**config.mk**
```make
export PLATFORM = sky130hd
export DESIGN_NAME = mux4_vector_capture
export DESIGN_NICKNAME = d
export VERILOG_FILES = /design/src/rtl/mux4_vector_capture.sv
export SDC_FILE = /design/constraint.sdc
export NUM_CORES = 1
export LEC_CHECK = 0
export BUFFER_PORTS_ARGS = -buffer_cell sky130_fd_sc_hd__buf_2
export CAP_MARGIN = 0
export CORE_UTILIZATION = 58
export CTS_BUF_LIST = sky130_fd_sc_hd__clkbuf_8
export CTS_CLUSTER_DIAMETER = 100
export DETAILED_ROUTE_END_ITERATION = 10
export PLACE_DENSITY = 0.75
export SLEW_MARGIN = 20
export SYNTH_ARGS = -nofsm -noshare
export SYNTH_HDL_FRONTEND = slang
export SYNTH_SLANG_ARGS = --single-unit
export TNS_END_PERCENT = 50
```
**constraint.sdc**
```tcl
create_clock -name clk -period 2.65 [get_ports clk]
set_input_delay 0.3975 -clock clk [delete_from_list [all_inputs] [get_ports clk]]
set_output_delay 0.3975 -clock clk [all_outputs]
set_load 0.05 [all_outputs]
```
**src/rtl/mux4_vector_capture.sv**
```systemverilog
// Capture buffer for mux4 test vectors.
// Samples d0..d3, s and y of a live mux4 and packs each sample into a word
// {d0,d1,d2,d3,s,y}. The words are stored in a small on-chip memory and can
// then be streamed out, in write order, over a valid/ready port.
module mux4_vector_capture #(
   parameter int W = 4,
   parameter int SW = 2,
   parameter int DEPTH = 16,
   localparam int VW = 5*W + SW,
   localparam int AW = $clog2(DEPTH)
) (
   input  logic          clk,
   input  logic          reset,
   input  logic          start,
   input  logic          stop,
   input  logic          cap_en,
   input  logic [W-1:0]  d0,
   input  logic [W-1:0]  d1,
   input  logic [W-1:0]  d2,
   input  logic [W-1:0]  d3,
   input  logic [SW-1:0] s,
   input  logic [W-1:0]  y,
   input  logic          dump,
   output logic          rd_valid,
   input  logic          rd_ready,
   output logic [VW-1:0] rd_data,
   output logic [AW:0]   count,
   output logic          busy,
   output logic          full,
   output logic          overflow
);

   typedef enum logic [1:0] {
      IDLE,
      CAPTURE,
      DONE,
      READ
   } state_t;

   localparam logic [AW:0]   CountZero  = '0;
   localparam logic [AW:0]   CountOne   = (AW+1)'(1);
   localparam logic [AW:0]   CountLast  = (AW+1)'(DEPTH - 1);
   localparam logic [AW:0]   CountFull  = (AW+1)'(DEPTH);
   localparam logic [AW-1:0] PtrZero    = '0;
   localparam logic [AW-1:0] PtrOne     = AW'(1);

   state_t          state_q, state_d;
   logic [AW:0]     count_q, count_d;
   logic [AW-1:0]   wrPtr_q, wrPtr_d;
   logic [AW-1:0]   rdPtr_q, rdPtr_d;
   logic            full_q, full_d;
   logic            overflow_q, overflow_d;
   logic            rdValid_q, rdValid_d;
   logic [VW-1:0]   rdData_q, rdData_d;

   logic [VW-1:0]   mem [DEPTH];
   logic            memWe;
   logic [VW-1:0]   memWrData;
   logic [AW-1:0]   rdPtrNext;

   assign memWrData = {d0, d1, d2, d3, s, y};
   assign rdPtrNext = rdPtr_q + PtrOne;

   // Next-state and datapath decisions; everything holds unless a state acts on it.
   // The read word is preloaded into rdData_d so rd_data is registered and only
   // changes on an accepted handshake, which keeps it stable while stalled.
   always_comb begin
      state_d    = state_q;
      count_d    = count_q;
      wrPtr_d    = wrPtr_q;
      rdPtr_d    = rdPtr_q;
      full_d     = full_q;
      overflow_d = overflow_q;
      rdValid_d  = rdValid_q;
      rdData_d   = rdData_q;
      memWe      = 1'b0;

      case (state_q)
         IDLE: begin
            if (start) begin
               state_d    = CAPTURE;
               count_d    = CountZero;
               wrPtr_d    = PtrZero;
               overflow_d = 1'b0;
               full_d     = 1'b0;
            end else if (dump && (count_q != CountZero)) begin
               state_d   = READ;
               rdPtr_d   = PtrZero;
               rdValid_d = 1'b1;
               rdData_d  = mem[PtrZero];
            end
         end

         CAPTURE: begin
            if (start) begin
               count_d    = CountZero;
               wrPtr_d    = PtrZero;
               overflow_d = 1'b0;
               full_d     = 1'b0;
            end else begin
               if (cap_en && (count_q != CountFull)) begin
                  memWe   = 1'b1;
                  wrPtr_d = wrPtr_q + PtrOne;
                  count_d = count_q + CountOne;
                  if (count_q == CountLast) begin
                     state_d = DONE;
                     full_d  = 1'b1;
                  end
               end
               if (stop) begin
                  state_d = DONE;
               end
            end
         end

         DONE: begin
            if (start) begin
               state_d    = CAPTURE;
               count_d    = CountZero;
               wrPtr_d    = PtrZero;
               overflow_d = 1'b0;
               full_d     = 1'b0;
            end else begin
               if (cap_en && full_q) begin
                  overflow_d = 1'b1;
               end
               if (dump && (count_q != CountZero)) begin
                  state_d   = READ;
                  rdPtr_d   = PtrZero;
                  rdValid_d = 1'b1;
                  rdData_d  = mem[PtrZero];
               end
            end
         end

         READ: begin
            if (rdValid_q && rd_ready) begin
               if (({1'b0, rdPtr_q} + CountOne) == count_q) begin
                  state_d   = DONE;
                  rdValid_d = 1'b0;
               end else begin
                  rdPtr_d  = rdPtrNext;
                  rdData_d = mem[rdPtrNext];
               end
            end
         end

         default: begin
            state_d = IDLE;
         end
      endcase
   end

   // State and control registers; reset aborts any capture or read at once.
   always_ff @(posedge clk or posedge reset) begin
      if (reset) begin
         state_q    <= IDLE;
         count_q    <= CountZero;
         wrPtr_q    <= PtrZero;
         rdPtr_q    <= PtrZero;
         full_q     <= 1'b0;
         overflow_q <= 1'b0;
         rdValid_q  <= 1'b0;
         rdData_q   <= '0;
      end else begin
         state_q    <= state_d;
         count_q    <= count_d;
         wrPtr_q    <= wrPtr_d;
         rdPtr_q    <= rdPtr_d;
         full_q     <= full_d;
         overflow_q <= overflow_d;
         rdValid_q  <= rdValid_d;
         rdData_q   <= rdData_d;
      end
   end

   // Vector memory; contents are left undefined by reset since count guards reads.
   always_ff @(posedge clk) begin
      if (memWe) begin
         mem[wrPtr_q] <= memWrData;
      end
   end

   assign rd_valid = rdValid_q;
   assign rd_data  = rdData_q;
   assign count    = count_q;
   assign full     = full_q;
   assign overflow = overflow_q;
   assign busy     = (state_q == CAPTURE) || (state_q == READ);

endmodule

```
Word level (Yosys, flattened, before mapping). Memory sizes are Yosys's and may differ from the RTL's. Index checks and enable logic that the tools add are counted.

Bits in writable memories: 352. Register bits after elaboration: 40. Memories kept: 1. Word-level logic and storage cells: 96. Input bits: 29. Output and inout bits: 31.

Memory list: mem (words 16, width 22, read ports 2, clocked after Yosys merged registers in 0, wr ports 1, RTL line 56) `logic [VW-1:0] mem [DEPTH];`.

Reductions and logical operators: 18. Equality and inequality tests: 20. Add/sub/neg operators: 4. Mux-type cells: 45.

Operators with widths (count): 22-bit two-way mux (4); 22-bit case mux with 2 select lines (1); 4-bit two-way mux (7); 2-bit two-way mux (8); 4-bit case mux with 2 select lines (2); 1-bit two-way mux (15); 5-bit two-way mux (3); 3-bit inequality test (second input constant) (5); 2-bit inequality test (second input constant) (5); 5-bit case mux with 2 select lines (1); 5-bit AND reduction (2); 4-bit by 1-bit adder with 4-bit output (second input constant) (2); 2-bit by 1-bit inequality test with 1-bit output (second input constant) (3); 1-bit case mux with 2 select lines (3); 2-bit case mux with 3 select lines (1); 3-bit AND reduction (2); 6-bit AND reduction (1); 2-bit nonzero test (3); 4-bit by 1-bit adder with 5-bit output (second input constant) (1); 5-bit by 1-bit adder with 5-bit output (second input constant) (1); 5-bit by 4-bit == test with 1-bit output (second input constant) (1); 5-bit == test (1); 5-bit inequality test (second input constant) (1); 5-bit nonzero test (1); 8 further kinds (13).

Depth between registers and ports, before layout. Gate-level depths: netlist of run 1.

Depth in word-level cells: 7. Depth in mapped cells: 9. Mapped depth without buffers: 7.

Worst setup path after synthesis of run 1. OpenSTA, ideal clock, no wires.

Path type: flip-flop to flip-flop. Start point: register count_q[0] (netlist: count[0]). End point: memory mem[11][0] in the netlist's numbering, enable pin. Data arrival time: 2.459 ns. Required time: 2.269 ns. Setup slack: -0.189 ns. Period minus slack after synthesis: 2.839 ns. Buffers on the path: 0. Setup time: 0.381 ns. Cell stages (with the launch flop): 8. Cell sequence: dfrtp_1 -> inv_1 -> ha_1 -> nand4bb_1 -> nand2_1 -> or3_1 -> nor3_1 -> and2_1.

Longest elaborated chain between the ends: 7.

Ends and longest elaborated chain: from (decl) (RTL line 48) `logic [AW:0] count_q, count_d;`; from (signal assigned) (RTL line 158) `count_q <= CountZero;`; from (signal assigned) (RTL line 167) `count_q <= count_d;`; 5-bit inequality test (RTL line 101) `if (cap_en && (count_q != CountFull)) begin`; 1-bit logical AND (RTL line 101); 1-bit two-way mux (RTL line 101); 1-bit two-way mux (RTL line 95) `if (start) begin`; 1-bit two-way mux (RTL line 78) `case (state_q)`; 1-bit two-way mux (RTL line 179) `if (memWe) begin`; 1-bit two-way mux (implied by the code) (RTL line 180) `mem[wrPtr_q] <= memWrData;`; to (decl) (RTL line 56).

No other way between the ends.

Final worst setup path of run 1.
Start point: register count_q[0] (netlist: count[0]). End point: memory mem[8][21] in the netlist's numbering, enable pin.

Same word-level chain as after synthesis.

==> flow_summary.toml, run 1 <==
[global_routing]
first_global_vias = 9052
grt_first_pass_wirelength_mm = 54.1
grt_max_degree = 73
overflow = 0
grtUsageTotal_pct = 26.8
antenna_found_initial = 3

[outcome]
outcome = "finished, violations left"
violations = "design-rule violations"

[route]
ant_nets = 0
drt_first_pass_iters = 8
vias = 8921
avgRoutedWirePerCell_um = 25.2
drt-total-wl_mm = 35.8
drt-initial-drc-count = 1018
via_per_inst = 6.28
remaining_drc_errors = 14

[pwr]
switching_share_pct = 38.0
seqPwrFrac_pct = 35.7
internal_power_uw = 12700
p_sw_uw = 7770
power_density_nw_per_um2 = 1140
power_uw = 20400
leakagePower_uw = 0.00653
vdd_drop_max_mv = 1.44
clock_power_share_pct = 23.5
combPwrFrac_pct = 40.8

[placed_design]
hpwl_mm = 20.1
place.gp.congestion = 0.773
io_buffers = 59

[final_layout]
final_common_cell = "edfxtp_1"
area_growth_pct = 14.8
num-fill-cells = 1686
final_cell_mix = "352 x edfxtp_1, 99 x nand2_1, 90 x mux2i_1, 71 x clkbuf_8, 59 x buf_2"
fin_nets = 1068
layout-drive-gt1-share_pct = 23.5

[floorplan]
pin_count = 60
initial_utilization_pct = 59.7
die_width_um = 166
die_area_sq_um = 27700
coreArea_sq_um = 26300
rows = 59
die_h_um = 166

[min_path]
hold_class = "input port to flip-flop"

[critical_path]
worst-setup-path-type = "flip-flop to flip-flop"
worstPathCellList = "inv_1, ha_1, nand4bb_1, nand2_1, or3_1, nor3_2, and2_2, buf_4"
worstSetupEndpointType = "flip-flop"
worst-path-max-fanout = 10
cp.required_ns = 2.91
reg2reg_slack_ns = 0.23
slowest_delay_ns = 0.44
cp.arrival_ns = 2.68
start_kind = "flip-flop"
crit_path_top_delay_cell = "or3_1"

[timing]
rsz0062_at_grt = "false"
fmax_mhz = 412
fin_setup_tns_ns = 0
setup_viol = 0
slew_viol_final = 0
final-hold-violation-count = 0
max_slew_margin_pct = 53.1
finClkSkew_ns = 0.0185
fin_crit_sh_pct = 91.5
tightest_slew_ns = 0.700
fin_crit_ns = 2.42

[synth]
syn_nets = 945
synth.distinct_cells = 43
syn_area_per_cell_sq_um = 17.3
synthCells = 908
synth_seq_area_share_pct = 73.7
synth_compound_area_share_pct = 5.98
synthMuxAreaShare_pct = 12.2
synth_adder_area_share_pct = 0.638
ys_ff_latch = 392
synth_area_sq_um = 15700
synth_xor_xnor_area_share_pct = 0.821
synth-warning-count = 0
synth_top_family_by_area = "multiplexers"
yosys.area_share.simple_pct = 4.62

[clock_tree]
cts_sinks = 392
htree_levels = 3
cts-root-buf = "clkbuf_8"
postCtsSetupRepairBufs = 0
clk_pin_slew_worst_paths_ns = 0.06
numCtsBuffers = 66
cts_tree = "done"
clock_latency_ns = 0.58
cts_buffer_depth = 3

[flow_run]
drv_cap = 0
==> worst paths after layout <==
path / from / to / depth (start not counted)
max in group asynchronous: reset / rdPtr_q[0] / 4
min reg2reg: overflow / overflow / 2
max reg2reg: count[0] / mem[8][21] / 8
max: count[0] / mem[8][21] / 8
min: dump / rd_valid / 3
min in group asynchronous: reset / rd_data[7] / 4
==> per-stage QoR <==
| step | hold slack [ns] | utilization, % | std cells | worst slack [ns] | cell area (sq um) |
|---|---|---|---|---|---|
| 2_1_floorplan | 0.496 | - | 908 | -0.189 | 15700 |
| 3_3_place_gp | 0.439 | 63.9 | 1297 | 0.131 | 16800 |
| 3_5_place_dp | 0.445 | 63.9 | 1297 | 0.117 | 16800 |
| 4_1_cts | 0.155 | 68.5 | 1418 | 0.0896 | 18000 |
| 5_1_grt | 0.171 | 68.5 | 1419 | 0.0453 | 18000 |
| 6_report | 0.174 | 68.5 | 1420 | 0.225 | 18000 |
==> Yosys cell counts, drive strengths merged <==
| cell | n | area, sq um |
|---|---|---|
| edfxtp | 352 | 10600 |
| nand2 | 99 | 372 |
| mux2i | 90 | 901 |
| a22oi | 44 | 330 |
| mux4 | 44 | 991 |
| dfrtp | 40 | 1000 |
| buf | 31 | 188 |
| a21oi | 28 | 140 |
| a31oi | 25 | 156 |
| clkbuf | 23 | 86.3 |
| a32oi | 22 | 193 |
| and2 | 21 | 131 |
| inv | 13 | 48.8 |
| o21ai | 11 | 58.8 |
| nand3 | 10 | 55.1 |
| xnor2 | 10 | 87.6 |
| ha | 8 | 100 |
| nor2 | 8 | 30.0 |
| nor3 | 7 | 40.0 |
| a22o | 2 | 17.5 |
| nand2b | 2 | 12.5 |
| nor3b | 2 | 15.0 |
| or3 | 2 | 12.5 |
| xor2 | 2 | 17.5 |
| and3 | 1 | 6.26 |
| mux2 | 1 | 15.0 |
| nand4 | 1 | 21.3 |
| nand4bb | 1 | 11.3 |
| o211ai | 1 | 7.51 |
| o2bb2ai | 1 | 8.76 |
| o31ai | 1 | 7.51 |
| o32a | 1 | 10.0 |
| o32ai | 1 | 8.76 |
| or4 | 1 | 7.51 |
| or4b | 1 | 10.0 |
| xor3 | 1 | 23.8 |
==> area by class of cell <==
type | count | area, sq um | area share (%)
Clock inverter | 49 | 211 | 1.17
Clock buffer | 71 | 977 | 5.43
Tap cell | 335 | 419 | 2.33
Antenna cell | 2 | 5.00 | 0.0278
Multi-Input combinational cell | 449 | 3850 | 21.4
Sequential cell | 392 | 11600 | 64.3
Timing Repair Buffer | 109 | 923 | 5.13
Inverter | 13 | 48.8 | 0.271
==> layer usage <==
metal  share of wire [%]  track usage [%]  vias up
met2                  48             43.0      475
met1                  40             36.5     4492
met3                 8.7             5.39      105
met4                 3.3             10.8        2
met5               0.036                0        -
li1                    -                -     3847
==> kinds of logic after synthesis <==
kind of cell               count (synthesis)
adders and majority gates                  8
muxes                                    135
and+or+nand+nor                          156
buffers and inverters                     67
AOI/OAI and AO/OA                        137
xor gates and xnor gates                  13
DFF                                      392
==> power groups by stage <==
stage | clock [uW] | combinational (uW) | sequential [uW]
floorplan | 0 | 5210 | 8070
global placement | 0 | 8140 | 7410
detailed placement | 0 | 8270 | 7420
CTS | 4890 | 8300 | 7300
global route | 5160 | 8890 | 7330
finish | 4800 | 8340 | 7310
==> worst max-delay path: cells and delay by family, from the launching register on <==
family,cells,cell delay [ns]
adders and majority gates,1,0.20
buffers and inverters,2,0.31
DFF,1,0.34
and+or+nand+nor,5,1.26
==> repair_timing <==
item                       in CTS  in global routing
gates resized for setup         0                  1
setup endpoints to repair       0                 46
hold endpoints to repair       40                  0
hold buffers                    1                  0
==> state kept, by name, summed over array words and instances, names as in the netlist <==
name,count
mem,352
rd_data,22
count,5
rdPtr_q,4
wrPtr_q,4
state_q,2
full,1
overflow,1
rd_valid,1
No activity file was read; power rests on OpenSTA's default activity.
==> run 2: changes to the inputs <==
- CORE_UTILIZATION: 58 -> 55
- PLACE_DENSITY: 0.75 -> 0.72
==> flow_summary.toml, run 2 (same netlist as run 1, synthesis figures left out) <==
[outcome]
outcome = "completed"

[flow_run]
drv_cap = 0

[floorplan]
die_h_um = 171
rows = 61
pin_count = 60
die_width_um = 171
coreArea_sq_um = 27900
die_area_sq_um = 29200
initial_utilization_pct = 56.2

[route]
via_per_inst = 5.94
drt_first_pass_iters = 5
remaining_drc_errors = 0
drt-total-wl_mm = 34.4
wl_met3_mm = 2.65
highest_layer = "met5"
avgRoutedWirePerCell_um = 23.7
vias = 8641
wl_met1_mm = 14.5
wl_met2_mm = 16.5
drt-initial-drc-count = 860
ant_nets = 0

[global_routing]
grt_first_pass_wirelength_mm = 51.7
antenna_found_initial = 2
grtUsageTotal_pct = 24.6
overflow = 0
grt_max_degree = 92
first_global_vias = 8476

[pwr]
p_sw_uw = 7510
combPwrFrac_pct = 40.7
seqPwrFrac_pct = 36.3
vdd_drop_max_mv = 1.26
internal_power_uw = 12600
switching_share_pct = 37.3
clock_power_share_pct = 22.9
leakagePower_uw = 0.00651
power_density_nw_per_um2 = 1120

[timing]
max_slew_margin_pct = 47.2
setup_viol = 0
finClkSkew_ns = 0.0193
slew_viol_final = 0
hold-worst-slack_ns = 0.132
fmax_mhz = 417
final-hold-violation-count = 0
rsz0062_at_grt = "false"
tightest_slew_ns = 0.792
fin_crit_ns = 2.40
fin_crit_sh_pct = 90.6

[clock_tree]
cts_sinks = 392
cts_tree = "done"
cts-root-buf = "clkbuf_8"
htree_levels = 2
cts_buffer_depth = 3
clock_latency_ns = 0.60
clk_pin_slew_worst_paths_ns = 0.06
cts_resized = 0
numCtsBuffers = 59

[final_layout]
layout-drive-gt1-share_pct = 23.2
final_common_cell = "edfxtp_1"
multi_input_area_sq_um = 3840
num-fill-cells = 1977
area_growth_pct = 14.7
largest_reg_flops = 352
final_cells = 1455
top_register = "mem"
fin_nets = 1063
final_cell_mix = "352 x edfxtp_1, 99 x nand2_1, 90 x mux2i_1, 71 x clkbuf_8, 59 x buf_2"
layout.area.seq_sq_um = 11600
design_area_sq_um = 18000

[placed_design]
hpwl_mm = 19.3
placed_area_sq_um = 16800
io_buffers = 59
place.gp.congestion = 0.775
dp_cells = 1342

[critical_path]
worst-setup-path-type = "flip-flop to flip-flop"
cp.required_ns = 3.10
worstSetupEndpointType = "flip-flop"
r2r-start = "rdPtr_q[0]"
cp-startpoint = "rdPtr_q[0]"
worst-path-max-fanout = 91
cp.arrival_ns = 2.85
start_kind = "flip-flop"

[min_path]
min_from = "dump"
hold_class = "input port to flip-flop"
[run 2: changes by cell type in the layout (fill, tap and decap cells not counted), sizes merged]
cell,before,now
clkinv,16,7
buf,108,110
diode,2,1
[run 2: what timing repair did]
item,4_1_cts,5_1_grt
hold buffers,1,0
buffers inserted,0,0
endpoints found under the hold margin,22,0
[run 2: cell type report]
class | count | area share (%)
sequential | 392 | 64.3
timing repair buffer | 111 | 5.08
inverter | 13 | 0.271
clock inverter | 40 | 0.897
antenna | 1 | 0.0139
tap | 378 | 2.63
multi-input combinational | 449 | 21.4
clock buffer | 71 | 5.43
[run 2: worst paths after layout]
kind	end	slack, ns	cells after the start
max	rd_data[21]	0.25	6
min	rd_valid	0.13	3
max reg2reg	rd_data[21]	0.25	6
min reg2reg	rd_valid	0.54	2
max in group asynchronous	rd_data[3]	1.61	4
min in group asynchronous	rd_data[6]	0.41	3
[run 2: power groups by stage]
stage                     clock network [uW]  registers, uW  logic [uW]
after CTS                               4690           7320        8200
after detailed placement                   0           7440        8160
after floorplan                            0           8070        5210
after global placement                     0           7440        8080
final                                   4620           7310        8200
after global routing                    4970           7350        8820
[run 2: layer usage]
layer	vias up	GRT usage, %
li1	3842	-
met1	4365	35.4
met2	381	39.4
met3	51	3.89
met4	2	7.14
met5	-	0
[run 2: critical path, stage by stage, from the launching register on]
cell	delay [ns]
dfrtp_4	0.54
ha_4	0.34
buf_12	0.46
mux2i_1	0.28
a22oi_1	0.11
a32oi_1	0.29
a31oi_1	0.12
[run 2: per-stage QoR]
step / power [uW] / setup WS, ns / util [%] / TNS, ns
global placement: 15500 / 0.316 / 60.3 / 0
finish: 20100 / 0.250 / 64.4 / 0
global route: 21100 / 0.0859 / 64.4 / 0
floorplan: 13300 / -0.189 / - / -33.28
CTS: 20200 / 0.288 / 64.4 / 0
detailed placement: 15600 / 0.312 / 60.3 / 0
